$ cat config.mk
export PLATFORM = sky130hd
export DESIGN_NAME = tqvp_jnms_pdm_tx
export DESIGN_NICKNAME = d
export VERILOG_FILES = /design/src/rtl/tqvp_jnms_pdm_tx.sv
export SDC_FILE = /design/constraint.sdc
export NUM_CORES = 1
export LEC_CHECK = 0
export BUFFER_PORTS_ARGS = -buffer_cell sky130_fd_sc_hd__clkbuf_2
export CORE_MARGIN = 2
export CORE_UTILIZATION = 45
export DETAILED_ROUTE_END_ITERATION = 10
export PLACE_DENSITY = 0.68
export SLEW_MARGIN = 20
export SYNTH_ARGS = -nofsm -noshare
export SYNTH_HDL_FRONTEND = slang
export SYNTH_SLANG_ARGS = --single-unit
$ cat constraint.sdc
create_clock -name clk -period 6.8 [get_ports clk]
set_input_delay 1.36 -clock clk [delete_from_list [all_inputs] [get_ports clk]]
set_output_delay 1.36 -clock clk [all_outputs]
set_load 0.05 [all_outputs]
$ cat src/rtl/tqvp_jnms_pdm_tx.sv
// TinyQV PCM-to-PDM transmitter: CPU-fed sample FIFO driving a first-order
// delta-sigma modulator that emits PDM clock and data on uo_out.
module tqvp_jnms_pdm_tx #(
  parameter int FIFO_DEPTH = 4
) (
  input  logic        clk,
  input  logic        rst_n,
  input  logic [7:0]  ui_in,
  output logic [7:0]  uo_out,
  input  logic [5:0]  address,
  input  logic [31:0] data_in,
  input  logic [1:0]  data_write_n,
  input  logic [1:0]  data_read_n,
  output logic [31:0] data_out,
  output logic        data_ready,
  output logic        user_interrupt
);

  localparam int AW = (FIFO_DEPTH > 1) ? $clog2(FIFO_DEPTH) : 1;
  localparam int FW = AW + 1;
  localparam logic [FW-1:0] FULL = FW'(FIFO_DEPTH);
  localparam logic [FW-1:0] HALF = FW'(FIFO_DEPTH / 2);

  logic              en_q, en_d, irq_en_q, irq_en_d;
  logic [7:0]        clkp_q, clkp_d, osr_q, osr_d;
  logic [7:0]        phase_q, phase_d, bitcnt_q, bitcnt_d;
  logic [15:0]       acc_q, acc_d, cur_q, cur_d;
  logic              pclk_q, pclk_d, pdat_q, pdat_d;
  logic              ovf_q, ovf_d, udf_q, udf_d, irq_q, irq_d;
  logic [FW-1:0]     fill_q, fill_d;
  logic [AW-1:0]     rptr_q, rptr_d, wptr_q, wptr_d;
  logic [FIFO_DEPTH-1:0][15:0] mem_q;

  logic        wr_en, ctrl_we, clkp_we, osr_we, push_req, rd_clr, flush, run;
  logic        step, pop_req, pop_ok, push_ok;
  logic [7:0]  per;
  logic [8:0]  osr_eff, bit_nxt;
  logic [15:0] sample, u;
  logic [16:0] s;

  assign wr_en    = (data_write_n != 2'b11);
  assign ctrl_we  = wr_en && (address == 6'h00);
  assign clkp_we  = wr_en && (address == 6'h04);
  assign push_req = wr_en && (address == 6'h08);
  assign osr_we   = wr_en && (address == 6'h0C);
  assign rd_clr   = (data_read_n == 2'b10) && (address == 6'h08);
  assign flush    = ctrl_we && data_in[3];
  // A write that clears enable stops the modulator in that same cycle.
  assign run      = en_q && !(ctrl_we && !data_in[0]);

  assign per     = (clkp_q < 8'd2) ? 8'd2 : clkp_q;
  assign osr_eff = (osr_q == 8'd0) ? 9'd256 : {1'b0, osr_q};
  assign bit_nxt = {1'b0, bitcnt_q} + 9'd1;
  assign step    = run && (phase_q == 8'd0);
  assign pop_req = step && (bitcnt_q == 8'd0);
  assign pop_ok  = pop_req && (fill_q != '0);
  // A pop in the same cycle frees a slot for a push into a full FIFO.
  assign push_ok = push_req && !flush && ((fill_q != FULL) || pop_ok);
  assign sample  = pop_ok ? mem_q[rptr_q] : cur_q;
  assign u       = sample ^ 16'h8000;
  assign s       = {1'b0, acc_q} + {1'b0, u};

  always_comb begin
    en_d     = en_q;
    irq_en_d = irq_en_q;
    clkp_d   = clkp_q;
    osr_d    = osr_q;
    if (ctrl_we) begin
      en_d     = data_in[0];
      irq_en_d = data_in[1];
    end
    if (clkp_we) clkp_d = data_in[7:0];
    if (osr_we)  osr_d  = data_in[7:0];

    phase_d  = '0;
    bitcnt_d = '0;
    acc_d    = '0;
    pclk_d   = 1'b0;
    pdat_d   = 1'b0;
    cur_d    = cur_q;
    if (run) begin
      phase_d  = (phase_q == per - 8'd1) ? 8'd0 : phase_q + 8'd1;
      pclk_d   = (phase_q < (per >> 1));
      bitcnt_d = bitcnt_q;
      acc_d    = acc_q;
      pdat_d   = pdat_q;
      if (step) begin
        cur_d    = sample;
        bitcnt_d = (bit_nxt == osr_eff) ? 8'd0 : bit_nxt[7:0];
        acc_d    = s[15:0];
        pdat_d   = s[16];
      end
    end

    if (flush) begin
      fill_d = '0;
      rptr_d = '0;
      wptr_d = '0;
    end else begin
      fill_d = fill_q + FW'(push_ok) - FW'(pop_ok);
      rptr_d = rptr_q + AW'(pop_ok);
      wptr_d = wptr_q + AW'(push_ok);
    end

    // Sticky flags: a set in the clearing cycle still lands.
    ovf_d = (rd_clr ? 1'b0 : ovf_q) | (push_req && !push_ok && !flush);
    udf_d = (rd_clr ? 1'b0 : udf_q) | (pop_req && (fill_q == '0));
    irq_d = irq_en_q && (fill_q <= HALF);
  end

  always_ff @(posedge clk) begin
    if (!rst_n) begin
      en_q     <= 1'b0;
      irq_en_q <= 1'b0;
      clkp_q   <= '0;
      osr_q    <= '0;
      phase_q  <= '0;
      bitcnt_q <= '0;
      acc_q    <= '0;
      cur_q    <= '0;
      pclk_q   <= 1'b0;
      pdat_q   <= 1'b0;
      ovf_q    <= 1'b0;
      udf_q    <= 1'b0;
      irq_q    <= 1'b0;
      fill_q   <= '0;
      rptr_q   <= '0;
      wptr_q   <= '0;
    end else begin
      en_q     <= en_d;
      irq_en_q <= irq_en_d;
      clkp_q   <= clkp_d;
      osr_q    <= osr_d;
      phase_q  <= phase_d;
      bitcnt_q <= bitcnt_d;
      acc_q    <= acc_d;
      cur_q    <= cur_d;
      pclk_q   <= pclk_d;
      pdat_q   <= pdat_d;
      ovf_q    <= ovf_d;
      udf_q    <= udf_d;
      irq_q    <= irq_d;
      fill_q   <= fill_d;
      rptr_q   <= rptr_d;
      wptr_q   <= wptr_d;
    end
  end

  always_ff @(posedge clk) begin
    if (push_ok) mem_q[wptr_q] <= data_in[15:0];
  end

  always_comb begin
    data_out = '0;
    case (address)
      6'h00:   data_out = {30'b0, irq_en_q, en_q};
      6'h04:   data_out = {24'b0, clkp_q};
      6'h08:   data_out = {22'b0, 8'(fill_q), ovf_q, udf_q};
      6'h0C:   data_out = {24'b0, osr_q};
      default: data_out = '0;
    endcase
  end

  assign uo_out         = {5'b0, pdat_q, pclk_q, 1'b0};
  assign data_ready     = 1'b1;
  assign user_interrupt = irq_q;

  logic unused_ok;
  assign unused_ok = &{1'b0, ui_in, data_in[31:16]};

endmodule

==> impl_metrics.ini, run 1 <==
[synth]
async_flop_share_pct = 0
synth-seq-area-share_pct = 46.9
synth_edf_count = 64
syn_inst = 663
postSynthAreaPerCell_um2 = 11.2
ys_types = 75
syn_area_mm2 = 0.00743
ys_warn_count = 0
synth_ff_type = dfxtp_1
ys_ff_latch = 142

[clock_tree]
cts_buffers = 17
cts.repair.resized = 0
cts_hold_buffers = 0
htreeDepth = 4
cts_root_buf = clkbuf_16
post_cts_buffers = 0
cts.reportedPaths.clkPinSlew_ps = 60
clk_latency_ps = 430
clockBufferDepth = 2
cts.sinks = 142
cts_tree = yes

[job]
drv_cap = 0

[critical_path]
reg2reg_from = phase_q[0]
cp-start-kind = primary input
crit_buf_inv = 1
crit_type = in2reg
cpPeakStageDelay_ps = 550
crit_path_cell_trace = clkbuf_2 > a211o_1 > or3_4 > nand3_2 > nor2_4 > mux2_1 > ha_1 > a21oi_1 > o21ai_0 > and3_1 > or3_1 > o221ai_1 > o211ai_1
r2r_setup_slack_ps = 2220
rr_worst_depth = 14
crit_path_end_kind = register
crit_slowest_cell = nor2_4
critPathTopFamily = simple AND/OR/NAND/NOR gates
timing.critical_path.required_ps = 7100
crit_arrival_ps = 4920
rr_endpoint = acc_q[15]
cp_max_fo = 18

[drt]
via_per_inst = 5.44
first_pass_iters = 5
finalWirelength_um = 15400
antenna_left = 0
vias = 5013
routedWlPerCell_um = 16.7
drc = 0
drt-initial-drc-count = 439

[global_routing]
grt_overflow_total = 0
grt_first_pass_wirelength_um = 25400
grt_pass1_vias = 4927
antenna_found_initial = 0
grt_usage_pct = 18.3
grt_max_degree = 41

[sta]
rsz0062_at_grt = no
finalSetupViolCount = 0
fmax_mhz = 217
fin_crit_ps = 4610
final_hold_viol_count = 0
tns_ps = 0
fin_skew_ps = 7.95
fin_crit_sh_pct = 67.9
tightest_slew_ps = 900
relSlewSlack_pct = 39.9
drv_slew = 0

[final_layout]
multi_input_area_mm2 = 0.00360
synthToLayoutAreaGrowth_pct = 11.4
final_common_cell = dfxtp_1
area.sequential_mm2 = 0.00348
num-nets-final = 778
fill_cells = 1425
layout_common_cells = dfxtp_1, edfxtp_1, nand2_1
antenna_cells = 0
final_area_mm2 = 0.00827
drive_gt1_share_pct = 17.0

[floorplan]
die_h_um = 132
rows = 46
start_util_pct = 46.4
die_w_um = 132
core_area_mm2 = 0.0160
io_pins = 94
die_area_mm2 = 0.0175

[run_status]
status = finished clean

[hold_path]
min-delay-path-class = reg2reg
whs_path_depth = 2
worstHoldEndpoint = acc_q[4]
worstHoldStart = acc_q[4]

[pwr]
power_density_mw_per_mm2 = 233
power_mw = 1.93
p_leak_nw = 3.27
max-vdd-ir-drop_v = 0.000206

[placement]
dpl-instance-area_mm2 = 0.00766
place.gp.congestion = 0.856
hpwl_um = 11000
io_buffers = 38
-- worst reg2reg max path: cells and delay by family (launching register included) --
family / cells / cell delay (ps)
AO/OA/AOI/OAI: 4 / 670
adder cells (fa/ha/maj): 2 / 540
buffers and inverters: 1 / 150
flip-flops: 1 / 360
multiplexers: 1 / 500
AND/OR/NAND/NOR: 6 / 2230
-- final cells by class --
type	instances	share of cell area, %
clock inverter	14	2.07
inverter	25	1.13
tap	216	3.27
timing repair buffer	42	2.66
multi-input combinational	464	43.5
clock buffer	18	5.31
sequential	142	42.1
-- state kept, by name, indices dropped and copies added, names as in the netlist --
signal and count:
phase_q 8, acc_q 16, cur_q 16, user_interrupt 1
rptr_q 2, clkp_q 8, wptr_q 2, en_q 1
udf_q 1, mem_q 64, ovf_q 1, pclk_q 1
irq_en_q 1, bitcnt_q 8, osr_q 8, pdat_q 1
fill_q 3
-- where the power goes --
group	switching, mW	internal (mW)
Clock	0.391	0.564
Sequential	0.00157	0.892
Combinational	0.0613	0.0151
-- cell usage after synthesis (23+ instances only) --
| cell | count | area [µm²] |
|---|---|---|
| nand2_1 | 39 | 146 |
| nor2_1 | 28 | 105 |
| and2_1 | 29 | 181 |
| nor2b_1 | 25 | 156 |
| buf_4 | 33 | 248 |
| inv_1 | 25 | 93.8 |
| xnor2_1 | 28 | 245 |
| a21oi_1 | 24 | 120 |
| ha_1 | 32 | 400 |
| edfxtp_1 | 64 | 1920 |
| mux2i_1 | 23 | 230 |
| dfxtp_1 | 78 | 1560 |
-- through the flow --
step / hold WS, ps / setup slack [ps] / util (%) / cells
6_report: 461 / 2190 / 51.7 / 921
4_1_cts: 464 / 2200 / 51.7 / 921
3_5_place_dp: 456 / 1760 / 47.9 / 889
3_3_place_gp: 443 / 1840 / 47.9 / 889
5_1_grt: 488 / 1940 / 51.7 / 921
2_1_floorplan: 425 / 2110 / - / 692
-- kinds of logic after synthesis --
logic type / share of synthesized area (%)
simple gates: 16.0
flops: 46.9
compound gates: 8.90
buf+inv: 6.32
mux: 11.2
xor+xnor: 4.72
fa+ha+maj: 5.93
other cells: 0.101
-- metal layers --
metal / GRT usage (%) / share of wire [%] / vias up
li1: - / - / 2418
met1: 24.7 / 45 / 2481
met2: 29.2 / 49 / 96
met3: 3.18 / 4.0 / 18
met4: 7.95 / 1.8 / 0
met5: 0 / 0 / -
-- worst max path at each step --
stage                    start        end  cells past startpoint
finish              address[3]  acc_q[15]                     13
global route        phase_q[0]  acc_q[15]                     14
CTS                 address[3]   acc_q[7]                     13
detailed placement  address[3]   acc_q[7]                     13
global placement    address[3]   acc_q[8]                     15
floorplan           address[5]   acc_q[7]                     13
No activity file was read; power rests on OpenSTA's default activity.
==> run 2, diff against run 1 <==
--- a/config.mk
+++ b/config.mk
@@ -9,7 +9,7 @@
 export CORE_MARGIN = 2
 export CORE_UTILIZATION = 45
 export DETAILED_ROUTE_END_ITERATION = 10
-export PLACE_DENSITY = 0.68
+export PLACE_DENSITY = 0.7
 export SLEW_MARGIN = 20
 export SYNTH_ARGS = -nofsm -noshare
 export SYNTH_HDL_FRONTEND = slang
==> constraint.sdc (replaced) <==
create_clock -name clk -period 4.2 [get_ports clk]
set_input_delay 0.84 -clock clk [delete_from_list [all_inputs] [get_ports clk]]
set_output_delay 0.84 -clock clk [all_outputs]
set_load 0.05 [all_outputs]
==> run 2 against run 1 <==
  * Final area up 3.0%
  * Hold slack worse by 2.4 ps
  * Register-to-register slack worse by 2000 ps
  * Setup slack worse by 2000 ps
  * Clock power up 49%
  * Cell count up 4.0%
  * Via count up 3.6%
  * Sequential power up 62%
  * First-iteration DRC count down 35%
  * Critical path type is now reg2reg
==> impl_metrics.ini, run 2 (synthesis gave the netlist of run 1 again) <==
[sta]
finalSetupViolCount = 0
drv_slew = 0
relSlewSlack_pct = 46.6
fin_crit_ps = 3990
fmax_mhz = 251
tightest_slew_ps = 801
final_hold_viol_count = 0
hold_ws_ps = 459
fin_skew_ps = 8.80
fin_crit_sh_pct = 95.0
tns_ps = 0

[global_routing]
antenna_found_initial = 0
grt_max_degree = 41
grt_usage_pct = 18.6
grt_pass1_vias = 5071
grt_first_pass_wirelength_um = 25900
grt_overflow_total = 0

[critical_path]
cp_max_fo = 7
cpPeakStageDelay_ps = 510
crit_arrival_ps = 4300
crit_path_end_kind = register
timing.critical_path.required_ps = 4510
crit_type = reg2reg
crit_path_cell_trace = inv_1 > ha_1 > or4b_1 > and4bb_2 > nand3_2 > nor2_4 > buf_12 > mux2_1 > ha_1 > a21oi_1 > o21ai_0 > and3_1 > or3_1 > xor2_1 > a22o_1
cp-start-kind = register
crit_buf_inv = 2
critPathTopFamily = simple AND/OR/NAND/NOR gates
crit_slowest_cell = or4b_1
cpMostUsedCell = ha_1

[pwr]
power_mw = 3.00
max-vdd-ir-drop_v = 0.000301
power_density_mw_per_mm2 = 351
intPower_mw = 2.31
pwr-share-comb_pct = 4.2
sw_frac_of_total_pct = 23.0
p_switching_mw = 0.690
p_leak_nw = 3.44
seqPwrFrac_pct = 48.3
p_clk_share_pct = 47.4

[run_status]
status = finished clean

[drt]
first_pass_iters = 4
drc = 0
routedWlPerCell_um = 16.6
via_per_inst = 5.42
vias = 5191
drt-initial-drc-count = 285
antenna_left = 0
finalWirelength_um = 15900

[final_layout]
drive_gt1_share_pct = 20.8
num-nets-final = 815
antenna_cells = 0
final_common_cell = dfxtp_1
fill_cells = 1396
top_register = mem_q
largest_reg_flops = 64
reg_top3 = mem_q (64), acc_q (16), cur_q (16)
stdcell_count = 958
layout_common_cells = dfxtp_1, edfxtp_1, buf_4
synthToLayoutAreaGrowth_pct = 14.8

[floorplan]
die_area_mm2 = 0.0175
start_util_pct = 46.4
rows = 46
core_area_mm2 = 0.0160
die_w_um = 132
io_pins = 94
die_h_um = 132

[placement]
place.gp.congestion = 0.880
hpwl_um = 11400
io_buffers = 38
place_inst = 922

[clock_tree]
htreeDepth = 4
clk_latency_ps = 420
cts_buffers = 17
cts.reportedPaths.clkPinSlew_ps = 60
cts.sinks = 142
cts_root_buf = clkbuf_16
clockBufferDepth = 2
cts_tree = yes

[job]
drv_cap = 0

[hold_path]
min-delay-path-class = reg2reg
-- run 2: changes by cell type in the layout (fill, tap and decap cells not counted), moves of 2 or more --
cell,delta
inv_8,-3
clkbuf_1,+2
clkinv_1,+3
buf_4,+36
-- run 2: metal layers --
metal  vias to the layer above  GRT usage, %  part of all wire [%]
met4                         0          6.57                   1.4
met2                       123          30.6                    47
li1                       2484             -                     -
met3                        25          3.72                   3.8
met1                      2559          24.6                    47
met5                         -             0                     0
-- run 2: what timing repair did --
item                                    in CTS  in global routing
buffers inserted                             0                  4
hold buffers                                 0                  0
gates resized for setup                      0                  4
endpoints found under the setup margin       0                 11
-- run 2: cell type report --
class / instances / area [µm²] / area share (%)
clock buffer: 20 / 447 / 5.24
clock inverter: 12 / 110 / 1.29
inverter: 25 / 93.8 / 1.10
multi-input combinational: 464 / 3610 / 42.4
sequential: 142 / 3480 / 40.9
tap: 216 / 270 / 3.17
timing repair buffer: 79 / 510 / 5.99
-- run 2: worst paths after layout --
path / startpoint / endpoint / slack [ps] / depth (start not counted)
worst max register to register: phase_q[0] / acc_q[13] / 210 / 15
worst max-delay path: phase_q[0] / acc_q[13] / 210 / 15
worst min-delay path: acc_q[3] / acc_q[3] / 460 / 2
worst min register to register: acc_q[3] / acc_q[3] / 460 / 2
-- run 2: power by group through the flow --
stage / combinational (mW) / sequential [mW] / clock, mW
finish: 0.127 / 1.45 / 1.42
global route: 0.134 / 1.45 / 1.51
CTS: 0.126 / 1.45 / 1.44
detailed placement: 0.126 / 1.48 / 0
global placement: 0.123 / 1.48 / 0
floorplan: 0.115 / 1.48 / 0
-- run 2: through the flow --
step / instance area [µm²] / utilization (%) / worst slack [ps]
floorplan: 7540 / - / 26.1
CTS: 8470 / 52.9 / 101
finish: 8530 / 53.3 / 210
detailed placement: 7910 / 49.4 / -26.8
global placement: 7910 / 49.4 / -12.5
global route: 8530 / 53.3 / -7.73
-- run 2: worst register-to-register path, cell delays in order, from the launching register on --
cell,delay (ps)
dfxtp_1,310
inv_1,80
ha_1,140
or4b_1,510
and4bb_2,360
nand3_2,120
nor2_4,180
buf_12,140
mux2_1,390
ha_1,380
a21oi_1,160
o21ai_0,130
and3_1,200
or3_1,430
xor2_1,170
a22o_1,180
